==> config.mk <==
export PLATFORM = sky130hd
export DESIGN_NAME = grant_mux_flat
export DESIGN_NICKNAME = d
export VERILOG_FILES = /design/src/rtl/grant_mux_pkg.sv /design/src/rtl/grant_mux_if.sv /design/src/rtl/grant_mux_onehot_enc4.sv /design/src/rtl/grant_mux.sv /design/src/flat_wrapper.sv
export SDC_FILE = /design/constraint.sdc
export NUM_CORES = 1
export LEC_CHECK = 0
export ABC_CLOCK_PERIOD_IN_PS = 2000
export CAP_MARGIN = 20
export CORE_MARGIN = 5
export CORE_UTILIZATION = 50
export CTS_CLUSTER_SIZE = 25
export DETAILED_ROUTE_END_ITERATION = 10
export DONT_BUFFER_PORTS = 1
export PLACE_DENSITY = 0.64
export SLEW_MARGIN = 20
export SYNTH_ARGS = -nofsm -noshare
export SYNTH_HDL_FRONTEND = slang
export SYNTH_SLANG_ARGS = --single-unit
==> constraint.sdc <==
create_clock -name clk -period 2 [get_ports clk]
set_clock_uncertainty 0.05 [all_clocks]
set_input_delay 0.4 -clock clk [delete_from_list [all_inputs] [get_ports clk]]
set_output_delay 0.4 -clock clk [all_outputs]
set_load 0.005 [all_outputs]
==> src/rtl/grant_mux_pkg.sv <==
// Shared types and constants for the grant_mux slice.
package grant_mux_pkg;
  localparam int NUM_PORTS  = 4;
  localparam int BEAT_CNT_W = 8;

  typedef enum logic [1:0] {
    IDLE  = 2'd0,
    XFER  = 2'd1,
    DRAIN = 2'd2
  } gm_state_t;
endpackage

==> src/rtl/grant_mux_if.sv <==
// Bundle of grant, master data channels and the shared output bus around grant_mux.
// The timeout pulse exists only when GRANT_MUX_TIMEOUT_EN is defined.
interface grant_mux_if
  import grant_mux_pkg::*;
#(
  parameter int DATA_W = 8
);
  logic              ack0, ack1, ack2, ack3;
  logic [DATA_W-1:0] data0, data1, data2, data3;
  logic              vld0, vld1, vld2, vld3;
  logic              rdy0, rdy1, rdy2, rdy3;
  logic [DATA_W-1:0] out_data;
  logic              out_vld;
  logic              out_rdy;
  logic              done;
  logic              busy;
  logic              err_grant;
`ifdef GRANT_MUX_TIMEOUT_EN
  logic              timeout;

  modport master (
    output ack0, ack1, ack2, ack3, data0, data1, data2, data3,
    output vld0, vld1, vld2, vld3, out_rdy,
    input  rdy0, rdy1, rdy2, rdy3, out_data, out_vld, done, busy, err_grant, timeout
  );

  modport slave (
    input  ack0, ack1, ack2, ack3, data0, data1, data2, data3,
    input  vld0, vld1, vld2, vld3, out_rdy,
    output rdy0, rdy1, rdy2, rdy3, out_data, out_vld, done, busy, err_grant, timeout
  );
`else
  modport master (
    output ack0, ack1, ack2, ack3, data0, data1, data2, data3,
    output vld0, vld1, vld2, vld3, out_rdy,
    input  rdy0, rdy1, rdy2, rdy3, out_data, out_vld, done, busy, err_grant
  );

  modport slave (
    input  ack0, ack1, ack2, ack3, data0, data1, data2, data3,
    input  vld0, vld1, vld2, vld3, out_rdy,
    output rdy0, rdy1, rdy2, rdy3, out_data, out_vld, done, busy, err_grant
  );
`endif
endinterface

==> src/rtl/grant_mux_onehot_enc4.sv <==
// Grant decoder: index of the lowest set grant bit plus a flag for more than one bit set.
module onehot_enc4
  import grant_mux_pkg::*;
(
  input  logic [NUM_PORTS-1:0] grant_i,
  output logic [1:0]           idx_o,
  output logic                 multi_o
);

  always_comb begin
    idx_o = 2'd0;
    for (int i = NUM_PORTS - 1; i >= 0; i--) begin
      if (grant_i[i]) idx_o = 2'(i);
    end
    multi_o = (grant_i & (grant_i - NUM_PORTS'(1))) != '0;
  end

endmodule

==> src/rtl/grant_mux.sv <==
// Latches the arbiter's grant, moves a BURST_LEN-beat burst onto the shared registered bus, pulses done.
// Optional watchdog abort enabled by defining GRANT_MUX_TIMEOUT_EN.
module grant_mux
  import grant_mux_pkg::*;
#(
  parameter int DATA_W    = 8,
  parameter int BURST_LEN = 4,
  parameter int TO_CYCLES = 16
) (
  input logic       clk,
  input logic       rst,
  grant_mux_if.slave bus
);

  localparam logic [BEAT_CNT_W-1:0] LastCnt = BEAT_CNT_W'(BURST_LEN - 1);

  logic [NUM_PORTS-1:0] ackVec, vldVec, rdyVec;
  logic [DATA_W-1:0]    dataArr [NUM_PORTS];

  gm_state_t            state_q, state_d;
  logic [1:0]           sel_q, sel_d;
  logic [BEAT_CNT_W-1:0] beatCnt_q, beatCnt_d;
  logic [DATA_W-1:0]    outData_q;
  logic                 outVld_q;

  logic [1:0] encIdx;
  logic       encMulti;
  logic       accept, doneNow, errGrant, wdExpire;

  assign ackVec     = {bus.ack3, bus.ack2, bus.ack1, bus.ack0};
  assign vldVec     = {bus.vld3, bus.vld2, bus.vld1, bus.vld0};
  assign dataArr[0] = bus.data0;
  assign dataArr[1] = bus.data1;
  assign dataArr[2] = bus.data2;
  assign dataArr[3] = bus.data3;

  onehot_enc4 u_enc (
    .grant_i (ackVec),
    .idx_o   (encIdx),
    .multi_o (encMulti)
  );

  // A beat moves only when the output register is empty or being emptied this cycle.
  assign accept = (state_q == XFER) && vldVec[sel_q] && (!outVld_q || bus.out_rdy);

`ifdef GRANT_MUX_TIMEOUT_EN
  localparam int WdW = $clog2(TO_CYCLES + 1);
  logic [WdW-1:0] wdCnt_q, wdCnt_d;

  assign wdExpire = (state_q == XFER) && !accept && (wdCnt_q == WdW'(TO_CYCLES - 1));
  assign wdCnt_d  = (state_q != XFER || accept) ? '0 : wdCnt_q + WdW'(1);

  always_ff @(posedge clk) begin
    if (!rst) wdCnt_q <= '0;
    else      wdCnt_q <= wdCnt_d;
  end

  assign bus.timeout = wdExpire;
`else
  // Without the watchdog this is constant low for any legal limit.
  assign wdExpire = (TO_CYCLES < 0);
`endif

  always_comb begin
    state_d   = state_q;
    sel_d     = sel_q;
    beatCnt_d = beatCnt_q;
    rdyVec    = '0;
    doneNow   = 1'b0;
    errGrant  = 1'b0;
    case (state_q)
      IDLE: begin
        if (encMulti) begin
          errGrant = 1'b1;
        end else if (|ackVec) begin
          sel_d     = encIdx;
          beatCnt_d = '0;
          state_d   = XFER;
        end
      end
      XFER: begin
        if (accept) begin
          rdyVec[sel_q] = 1'b1;
          beatCnt_d     = beatCnt_q + BEAT_CNT_W'(1);
          if (beatCnt_q == LastCnt) state_d = DRAIN;
        end else if (wdExpire) begin
          doneNow = 1'b1;
          state_d = IDLE;
        end
      end
      DRAIN: begin
        if (!outVld_q || bus.out_rdy) begin
          doneNow = 1'b1;
          state_d = IDLE;
        end
      end
      default: state_d = IDLE;
    endcase
  end

  // The output register drains independently of the FSM so an aborted burst still empties.
  always_ff @(posedge clk) begin
    if (!rst) begin
      state_q   <= IDLE;
      sel_q     <= '0;
      beatCnt_q <= '0;
      outData_q <= '0;
      outVld_q  <= 1'b0;
    end else begin
      state_q   <= state_d;
      sel_q     <= sel_d;
      beatCnt_q <= beatCnt_d;
      if (accept) begin
        outData_q <= dataArr[sel_q];
        outVld_q  <= 1'b1;
      end else if (bus.out_rdy) begin
        outVld_q  <= 1'b0;
      end
    end
  end

  assign bus.rdy0      = rdyVec[0];
  assign bus.rdy1      = rdyVec[1];
  assign bus.rdy2      = rdyVec[2];
  assign bus.rdy3      = rdyVec[3];
  assign bus.out_data  = outData_q;
  assign bus.out_vld   = outVld_q;
  assign bus.done      = doneNow;
  assign bus.busy      = (state_q != IDLE);
  assign bus.err_grant = errGrant;

endmodule

==> src/flat_wrapper.sv <==
// flat-port wrapper written by rule: the top's interface ports become plain ports
module grant_mux_flat import grant_mux_pkg::*;
#(
  parameter int DATA_W    = 8,
  parameter int BURST_LEN = 4,
  parameter int TO_CYCLES = 16
)
  (clk, rst, bus_ack0, bus_ack1, bus_ack2, bus_ack3, bus_data0, bus_data1, bus_data2, bus_data3, bus_vld0, bus_vld1, bus_vld2, bus_vld3, bus_out_rdy, bus_rdy0, bus_rdy1, bus_rdy2, bus_rdy3, bus_out_data, bus_out_vld, bus_done, bus_busy, bus_err_grant);
  grant_mux_if #(.DATA_W(DATA_W)) bus_i ();
  input logic clk;
  input logic rst;
  input wire logic [$bits(bus_i.ack0)-1:0] bus_ack0;
  input wire logic [$bits(bus_i.ack1)-1:0] bus_ack1;
  input wire logic [$bits(bus_i.ack2)-1:0] bus_ack2;
  input wire logic [$bits(bus_i.ack3)-1:0] bus_ack3;
  input wire logic [$bits(bus_i.data0)-1:0] bus_data0;
  input wire logic [$bits(bus_i.data1)-1:0] bus_data1;
  input wire logic [$bits(bus_i.data2)-1:0] bus_data2;
  input wire logic [$bits(bus_i.data3)-1:0] bus_data3;
  input wire logic [$bits(bus_i.vld0)-1:0] bus_vld0;
  input wire logic [$bits(bus_i.vld1)-1:0] bus_vld1;
  input wire logic [$bits(bus_i.vld2)-1:0] bus_vld2;
  input wire logic [$bits(bus_i.vld3)-1:0] bus_vld3;
  input wire logic [$bits(bus_i.out_rdy)-1:0] bus_out_rdy;
  output wire logic [$bits(bus_i.rdy0)-1:0] bus_rdy0;
  output wire logic [$bits(bus_i.rdy1)-1:0] bus_rdy1;
  output wire logic [$bits(bus_i.rdy2)-1:0] bus_rdy2;
  output wire logic [$bits(bus_i.rdy3)-1:0] bus_rdy3;
  output wire logic [$bits(bus_i.out_data)-1:0] bus_out_data;
  output wire logic [$bits(bus_i.out_vld)-1:0] bus_out_vld;
  output wire logic [$bits(bus_i.done)-1:0] bus_done;
  output wire logic [$bits(bus_i.busy)-1:0] bus_busy;
  output wire logic [$bits(bus_i.err_grant)-1:0] bus_err_grant;
  assign bus_i.ack0 = bus_ack0;
  assign bus_i.ack1 = bus_ack1;
  assign bus_i.ack2 = bus_ack2;
  assign bus_i.ack3 = bus_ack3;
  assign bus_i.data0 = bus_data0;
  assign bus_i.data1 = bus_data1;
  assign bus_i.data2 = bus_data2;
  assign bus_i.data3 = bus_data3;
  assign bus_i.vld0 = bus_vld0;
  assign bus_i.vld1 = bus_vld1;
  assign bus_i.vld2 = bus_vld2;
  assign bus_i.vld3 = bus_vld3;
  assign bus_i.out_rdy = bus_out_rdy;
  assign bus_rdy0 = bus_i.rdy0;
  assign bus_rdy1 = bus_i.rdy1;
  assign bus_rdy2 = bus_i.rdy2;
  assign bus_rdy3 = bus_i.rdy3;
  assign bus_out_data = bus_i.out_data;
  assign bus_out_vld = bus_i.out_vld;
  assign bus_done = bus_i.done;
  assign bus_busy = bus_i.busy;
  assign bus_err_grant = bus_i.err_grant;
  grant_mux #(.DATA_W(DATA_W), .BURST_LEN(BURST_LEN), .TO_CYCLES(TO_CYCLES)) u_core (.clk(clk), .rst(rst), .bus(bus_i));
endmodule
==> impl_metrics.yaml, run 1 <==
logic_synthesis:
  synth_xor_area_share_pct: 1.22
  synth_cell_type_count: 47
  synthAdderAreaFrac_pct: 1.57
  synthMuxAreaShare_pct: 20.5
  synth.ff_latch_count: 21
  syn_nets: 198
  synth-simple-area-share_pct: 25.6
  synth_compound_area_share_pct: 16.9
  syn-instance-count: 154
  yosysWarnings: 0
  syn_avg_cell_area_sq_um: 9.29
  syn_area_sq_um: 1430
  yosysSeqAreaShare_pct: 29.4
  synth_top_family_by_area: "simple AND/OR/NAND/NOR gates"
route:
  first_iter_violations: 46
  wl_um: 3450
  wl_per_cell_um: 17.9
  vias: 1182
  drcViolationCount: 0
  first_pass_iters: 4
  ant_nets: 0
  avgViaCountPerCell: 6.12
power_and_ir_drop:
  pwr-share-comb_pct: 27.1
  p_seq_share_pct: 50.6
  switchingPower_w: 0.000273
  clkPwrFrac_pct: 22.4
  p_int_w: 0.000644
  ir_worst_vdd_uv: 438
  swShare_pct: 29.7
  p_per_area_nw_per_um2: 572
  p_leak_nw: 0.622
layout:
  drive_gt1_share_pct: 24.7
  antenna_cells: 0
  mostFrequentLayoutCells: "dfxtp_1 (19), nor2_1 (18), buf_4 (13), nand2_1 (11), nand3_1 (9)"
  mostFrequentLayoutCell: "dfxtp_1"
  fin_nets: 207
  area_growth_pct: 12.1
  stdcell_count: 193
grt:
  met1_usage_pct: 21.0
  use_met3_pct: 5.33
  grt_usage_pct: 17.1
  grt_pass1_wl_um: 5630
  busiest_layer: "met2"
  grt_overflow: 0
  antenna_found_initial: 0
  grt_use_met2_pct: 27.4
  grt_pass1_vias: 1188
  grt_max_degree: 15
placement:
  dp_hpwl_um: 2510
  place_worst_setup_slack_ns: 0.150
  dp_cells: 183
  io_buffers: 0
  routabilityCongestion: 0.802
critical_path:
  cp_cell_sequence: "mux2_4 > and3_4 > o21a_4 > and3_4"
  critPathMaxFanout: 5
  path_class: "reg2out"
  critPathMostFrequentCell: "and3_4"
  worstPathRequired_ns: 1.55
  end_kind: "output port"
  critPathBufInv: 0
  crit_family: "flip-flops"
  slowest_delay_ns: 0.37
  slowest_stage: "dfxtp_2"
  arrival_ns: 1.58
  crit_path_start_kind: "flip-flop"
sta:
  setup_ws_ns: -0.0262
  hold_viol_final: 0
  slew_headroom_pct: 72.7
  fmax_ghz: 0.494
  finalSetupViolations: 1
  finalMaxSlewViolations: 0
  rsz0062_at_grt: "true"
  tightest_slew_ns: 0.410
  fin_crit_sh_pct: 101
  fin_crit_ns: 2.03
min_path:
  min_path_type: "in2reg"
floorplan:
  die_area_sq_um: 4030
  start_util_pct: 51.9
  core-area_sq_um: 2760
  die_x_um: 63.5
  fp-row-count: 19
  fp.dieH_um: 63.5
  ios: 59
clocking:
  cts_hold_buf: 0
  cts.path.max_buffers: 2
  tritoncts: "built"
  cts_num_sinks: 21
  clock_latency_ns: 0.30
  htreeDepth: 1
  clkSlewWorstSetupHoldPaths_ns: 0.12
  clock-root-buffer: "clkbuf_4"
  numCtsBuffers: 3
outcome:
  violations: "negative setup slack"
  outcome: "finished with violations"
flow_run:
  maxCapViolations: 0
## synth_stat cells (all sizes together)
cell type  count  area (sq um)
o22a           1          8.76
a21boi         1          7.51
o32ai          1          27.5
a21o           4          30.0
a21oi          5          25.0
dfxtp         21           420
inv            3          11.3
maj3           1          10.0
nand2b         2          12.5
a211oi         2          15.0
xor2           2          17.5
and2           3          21.3
nand2         12          45.0
nand3b         1          7.51
o211a          1          10.0
mux2           1          15.0
mux4           8           188
nor2b          3          18.8
a221oi         1          8.76
nor4           2          27.5
clkbuf         4          15.0
o21a           1          15.0
nor3b          3          22.5
nor4bb         1          10.0
o2bb2ai        1          8.76
a311oi         1          8.76
o21ai          6          30.0
nand3          9          45.0
o31ai          3          22.5
and4b          1          13.8
mux2i          9          90.1
and3           4          30.0
or2            2          12.5
o22ai          1          6.26
a211o          1          8.76
buf            6          42.5
nor3           4          25.0
ha             1          12.5
nor2          20          75.1
a41oi          1          8.76
## sequential cells by signal (all words and copies together) (netlist names)
signal               cells
u_core.beatCnt_q         8
u_core.state_q           2
u_core.bus.out_vld       1
u_core.sel_q             2
u_core.bus.out_data      8
## logic make-up (layout without fill, tap and decap cells)
logic type / after synthesis / after routing
XOR/XNOR: 2 / 2
AO/OA/AOI/OAI: 31 / 31
flip-flops: 21 / 21
multiplexers: 18 / 18
adder cells (fa/ha/maj): 2 / 2
AND/OR/NAND/NOR: 67 / 67
buffers and inverters: 13 / 21
## worst paths after layout
check,from,slack [ns],depth (start not counted),end
worst min-delay path,bus_ack0,0.12,1,u_core.sel_q[1]
worst min register to register,u_core.beatCnt_q[1],0.46,2,u_core.beatCnt_q[1]
worst max-delay path,u_core.sel_q[0],-0.03,4,bus_rdy3
worst max register to register,u_core.sel_q[0],0.08,8,u_core.beatCnt_q[2]
## power groups by stage
| stage | registers [W] | clock network, W | logic (W) |
|---|---|---|---|
| floorplan | 0.000463 | 0 | 0.000186 |
| global placement | 0.000471 | 0 | 0.000215 |
| detailed placement | 0.000472 | 0 | 0.000218 |
| CTS | 0.000463 | 0.000215 | 0.000226 |
| global route | 0.000466 | 0.000234 | 0.000273 |
| finish | 0.000463 | 0.000205 | 0.000248 |
## per-stage QoR
stage	area [sq um]	power (W)	hold slack, ns	TNS, ns	utilization, %
6_report	1600	0.000916	0.125	-0.0262	58.1
5_1_grt	1600	0.000974	0.0997	-0.280	58.1
4_1_cts	1530	0.000904	0.121	0	55.5
3_5_place_dp	1470	0.000690	0.442	0	53.4
3_3_place_gp	1470	0.000686	0.437	0	53.4
2_1_floorplan	1430	0.000649	0.408	0	-
## layout make-up
cell class / count / area (sq um)
clock buffer: 3 / 22.5
timing repair buffer: 14 / 109
sequential: 21 / 423
multi-input combinational: 120 / 993
fill: 238 / 1150
tap: 31 / 38.8
clock inverter: 1 / 5.00
inverter: 3 / 11.3
## metal layers
layer / vias up / share of wire (%)
met5: - / 0
li1: 591 / -
met2: 34 / 51
met4: 0 / 0.84
met1: 555 / 41
met3: 2 / 6.4
## timing repair
item / 4_1_cts / 5_1_grt
setup endpoints to repair: 4 / 4
pin swaps: 1 / 3
buffers inserted: 2 / 4
resized for setup: 5 / 9
Note: power is estimated with default switching activity, not from simulation.
==> run 2: changes to the inputs <==
CORE_UTILIZATION = 43   (was 50)
PLACE_DENSITY = 0.57   (was 0.64)
==> run 2 against run 1 <==
Net effect: first-iteration DRC count is 28% lower; largest cell class unchanged; global-route usage fell by 1.4 points; cell area shrank 2.3%; final cell count up 6.7%; fmax grew 0.40%; via count shrank 1.8%; routed wire length down 1.8%; the run still ends with negative setup slack left.
==> impl_metrics.yaml, run 2 (synthesis gave the netlist of run 1 again) <==
floorplan:
  core-area_sq_um: 3280
  fp.dieH_um: 67.7
  start_util_pct: 43.5
  fp-row-count: 21
  die_area_sq_um: 4580
  ios: 59
  die_x_um: 67.7
min_path:
  worstHoldStart: "bus_ack0"
  min_to: "u_core.sel_q[1]"
  holdPathStages: 1
  min_path_type: "in2reg"
power_and_ir_drop:
  p_int_w: 0.000629
  swShare_pct: 30.6
  clkPwrFrac_pct: 24.0
  p_seq_share_pct: 50.9
  p_leak_nw: 0.598
  pwr-share-comb_pct: 25.1
  switchingPower_w: 0.000277
  p_per_area_nw_per_um2: 579
  ir_worst_vdd_uv: 302
route:
  first_iter_violations: 33
  drcViolationCount: 0
  first_pass_iters: 4
  avgViaCountPerCell: 5.64
  vias: 1161
  ant_nets: 0
  wl_um: 3390
  wl_per_cell_um: 16.4
critical_path:
  critPathMaxFanout: 5
  cp.depth: 4
  critPathBufInv: 0
  worstPathRequired_ns: 1.55
  path_class: "reg2out"
  crit_path_start_kind: "flip-flop"
  r2r_start: "u_core.sel_q[0]"
  slowest_delay_ns: 0.39
  end_kind: "output port"
  slowest_stage: "dfxtp_4"
  rrSetupSlack_ns: 0.18
  arrival_ns: 1.57
  critPathMostFrequentCell: "and3_4"
  r2r_end: "u_core.beatCnt_q[2]"
  reg2reg_depth: 6
  crit_family: "flip-flops"
  cp_cell_sequence: "mux2_4 > and3_4 > o21a_4 > and3_4"
clocking:
  tritoncts: "built"
  cts_num_sinks: 21
  clock_latency_ns: 0.31
  htreeDepth: 1
  cts.path.max_buffers: 2
  cts_hold_buf: 0
  clock-root-buffer: "clkbuf_4"
  clkSlewWorstSetupHoldPaths_ns: 0.13
  numCtsBuffers: 3
sta:
  slew_headroom_pct: 73.2
  fin_crit_ns: 2.02
  hold_viol_final: 0
  fmax_ghz: 0.496
  finalMaxSlewViolations: 0
  setup_ws_ns: -0.0180
  fin_crit_sh_pct: 101
  whs_ns: 0.138
  setup_tns_ns: -0.0180
  finalSetupViolations: 1
  rsz0062_at_grt: "true"
  tightest_slew_ns: 0.401
layout:
  antenna_cells: 0
  mostFrequentLayoutCells: "dfxtp_1 (20), nor2_1 (18), nand2_1 (12), buf_4 (12)"
  drive_gt1_share_pct: 21.9
  mostFrequentLayoutCell: "dfxtp_1"
  fill_cells: 341
  regArea_sq_um: 424
  fin_area_sq_um: 1570
  area_growth_pct: 9.54
  fin_nets: 205
  multi_input_area_sq_um: 956
outcome:
  violations: "negative setup slack"
  outcome: "finished with violations"
grt:
  grt_pass1_vias: 1202
  antenna_found_initial: 0
  grt_pass1_wl_um: 5510
  grt_overflow: 0
  grt_usage_pct: 15.7
  grt_max_degree: 16
placement:
  place_worst_setup_slack_ns: 0.223
  io_buffers: 0
  routabilityCongestion: 0.838
  place_area_sq_um: 1480
  dp_hpwl_um: 2700
flow_run:
  maxCapViolations: 0
==> run 2: stage by stage <==
stage,power [W],cells,util (%)
floorplan,0.000649,154,-
global placement,0.000681,197,45.1
detailed placement,0.000686,197,45.1
CTS,0.000910,206,47.6
global route,0.000964,206,47.7
finish,0.000906,206,47.7
==> run 2: how the worst max path moves through the flow <==
stage,startpoint,endpoint,slack (ns)
finish,u_core.sel_q[0],bus_rdy3,-0.02
global route,u_core.sel_q[0],bus_rdy3,-0.08
CTS,u_core.sel_q[0],bus_rdy3,-0.02
detailed placement,u_core.sel_q[0],bus_rdy3,0.22
global placement,u_core.sel_q[0],bus_rdy3,0.23
floorplan,u_core.sel_q[0],bus_rdy3,0.09
==> run 2: worst reg2reg max path: stages, from the launching register on <==
cell	delay, ns
dfxtp_4	0.39
mux2_4	0.30
and3_4	0.18
buf_4	0.13
o21ai_1	0.31
nor3b_1	0.11
a211o_1	0.27
==> run 2: timing repair <==
action / 4_1_cts / 5_1_grt
buffers inserted: 5 / 0
resized for setup: 5 / 1
setup endpoints to repair: 5 / 4
endpoints found under the hold margin: 0 / 0
pin swaps: 2 / 0
==> run 2: area by class of cell <==
class                      instances  share of cell area (%)
clock buffer                       3                    1.44
clock inverter                     1                   0.319
inverter                           3                   0.719
multi-input combinational        120                    61.0
sequential                        21                    27.1
tap                               46                    3.67
timing repair buffer              12                    5.75
==> run 2: routing by layer <==
| layer | wire, um | GRT usage [%] |
|---|---|---|
| met2 | 1740 | 26.5 |
| met1 | 1410 | 19.1 |
| met4 | 27 | 4.81 |
| met5 | 0 | 0 |
| met3 | 206 | 4.66 |
==> run 2: power groups by stage <==
stage	sequential, W	combinational (W)	clock [W]
CTS	0.000462	0.000227	0.000221
global placement	0.000471	0.000210	0
finish	0.000462	0.000227	0.000218
floorplan	0.000463	0.000186	0
detailed placement	0.000472	0.000214	0
global route	0.000466	0.000250	0.000248
==> run 3: changes to the inputs <==
ABC_CLOCK_PERIOD_IN_PS = 2500   (was 2000)
SLEW_MARGIN = default   (was 20)
clock period = 2.5 ns   (was 2 ns; I/O delays follow)
==> run 3 against run 2 <==
Net effect: the flow now finishes without violations; flip-flop and latch count is the same; clock power is 22% lower; combinational power is 26% lower; final cell count is 3.4% lower; count of clock-buffer cells in the layout increased by 1; sequential power fell by 20%; setup slack gained 0.16 ns; sequential share of layout area is 1.1 points higher; non-clock buffer count decreased by 7; via count increased by 1.5%; global-route usage shrank 1.0 points; critical path type unchanged.
==> impl_metrics.yaml, run 3 (synthesis gave the netlist of run 1 again) <==
outcome:
  outcome: "finished clean"
layout:
  area_growth_pct: 4.55
  fin_nets: 198
  antenna_cells: 0
  fin_area_sq_um: 1500
  drive_gt1_share_pct: 15.0
  final_util_pct: 45.5
  mostFrequentLayoutCells: "nor2_1 (20), dfxtp_1 (20), nand2_1 (12), mux2i_1 (9), nand3_1 (9)"
sta:
  finalMaxSlewViolations: 0
  tightest_slew_ns: 0.413
  fin_crit_ns: 2.35
  finalSetupViolations: 0
  fin_crit_sh_pct: 94.2
  fmax_ghz: 0.425
  slew_headroom_pct: 72.5
  setup_tns_ns: 0
  hold_viol_final: 0
  rsz0062_at_grt: "false"
route:
  vias: 1178
  wl_per_cell_um: 16.4
  first_iter_violations: 62
  avgViaCountPerCell: 5.92
  wl_um: 3260
  ant_nets: 0
  first_pass_iters: 4
  drcViolationCount: 0
grt:
  grt_pass1_wl_um: 5140
  grt_max_degree: 15
  grt_pass1_vias: 1130
  grt_overflow: 0
  antenna_found_initial: 0
  grt_usage_pct: 14.7
critical_path:
  arrival_ns: 1.80
  crit_start: "u_core.sel_q[0]"
  path_class: "reg2out"
  r2r_start: "u_core.sel_q[1]"
  slowest_delay_ns: 0.46
  cp_cell_sequence: "mux2_4 > and3_4 > o21a_4 > and3_1"
  critPathMaxFanout: 14
  crit_path_start_kind: "flip-flop"
  slowest_stage: "dfxtp_2"
  worstPathRequired_ns: 1.95
  end_kind: "output port"
power_and_ir_drop:
  ir_worst_vdd_uv: 149
  p_leak_nw: 0.558
  p_per_area_nw_per_um2: 474
  p_total_w: 0.000708
floorplan:
  ios: 59
  die_area_sq_um: 4580
  fp.dieH_um: 67.7
  fp-row-count: 21
  core-area_sq_um: 3280
  die_x_um: 67.7
  start_util_pct: 43.5
min_path:
  min_path_type: "in2reg"
  worstHoldStart: "bus_ack0"
clocking:
  cts.path.max_buffers: 2
  htreeDepth: 1
  clkSlewWorstSetupHoldPaths_ns: 0.12
  tritoncts: "built"
  cts_num_sinks: 21
  numCtsBuffers: 3
  clock-root-buffer: "clkbuf_4"
  clock_latency_ns: 0.31
  cts_setup_buffers: 0
placement:
  routabilityCongestion: 0.839
  dp_hpwl_um: 2600
  io_buffers: 0
  place_area_sq_um: 1470
flow_run:
  maxCapViolations: 0
run 3: cell types whose count changed in the layout (fill, tap and decap cells not counted):
cell / delta
nor2_2: -2
nor3b_2: -1
clkbuf_1: +1
nor3b_1: +1
dfxtp_4: -1
dfxtp_2: +1
clkinv_2: -1
and3_4: -1
buf_4: -7
nor2_1: +2
and3_1: +1
run 3: layer usage:
| metal | up-vias | share of wire (%) | wire length [um] | track usage (%) |
|---|---|---|---|---|
| met4 | 0 | 1.3 | 43 | 5.82 |
| li1 | 573 | - | - | - |
| met3 | 5 | 5.3 | 173 | 3.00 |
| met5 | - | 0 | 0 | 0 |
| met1 | 559 | 42 | 1360 | 17.5 |
| met2 | 41 | 52 | 1680 | 25.5 |
run 3: timing repair:
| item | in CTS | in global routing |
|---|---|---|
| endpoints found under the setup margin | 0 | 4 |
| resized for setup | 0 | 1 |
| endpoints found under the hold margin | 0 | 0 |
| hold buffers | 0 | 0 |
run 3: final cells by class:
cell class              instances  area [sq um]
repair buffers                  5          37.5
fillers                       332          1790
clock buffers                   4          26.3
multi-input cells             120           941
well taps                      46          57.6
flip-flops and latches         21           422
inverters                       3          11.3
run 3: power by group:
part | switching (W) | internal [W]
combinational | 0.0000834 | 0.0000836
clock | 0.000108 | 0.0000624
sequential | 0.0000194 | 0.000352
total | 0.000210 | 0.000498
run 3: metrics by stage:
stage / cells / setup WS [ns] / hold slack, ns
3_3_place_gp: 195 / 0.396 / 0.426
2_1_floorplan: 154 / 0.459 / 0.408
6_report: 199 / 0.145 / 0.231
3_5_place_dp: 195 / 0.369 / 0.438
4_1_cts: 199 / 0.00493 / 0.229
5_1_grt: 199 / 0.0618 / 0.220
run 3: final timing paths:
kind                                            end  slack, ns  cells after the start
worst max-delay path                       bus_rdy3       0.15                      4
worst max register to register  u_core.beatCnt_q[2]       0.67                      5
worst min-delay path                u_core.sel_q[1]       0.23                      1
worst min register to register  u_core.beatCnt_q[1]       0.46                      2
run 3: critical path: cells and delay by family (launching register included):
family	cells	cell delay (ns)
mux	1	0.34
simple gates	2	0.40
flops	1	0.46
compound gates	1	0.29
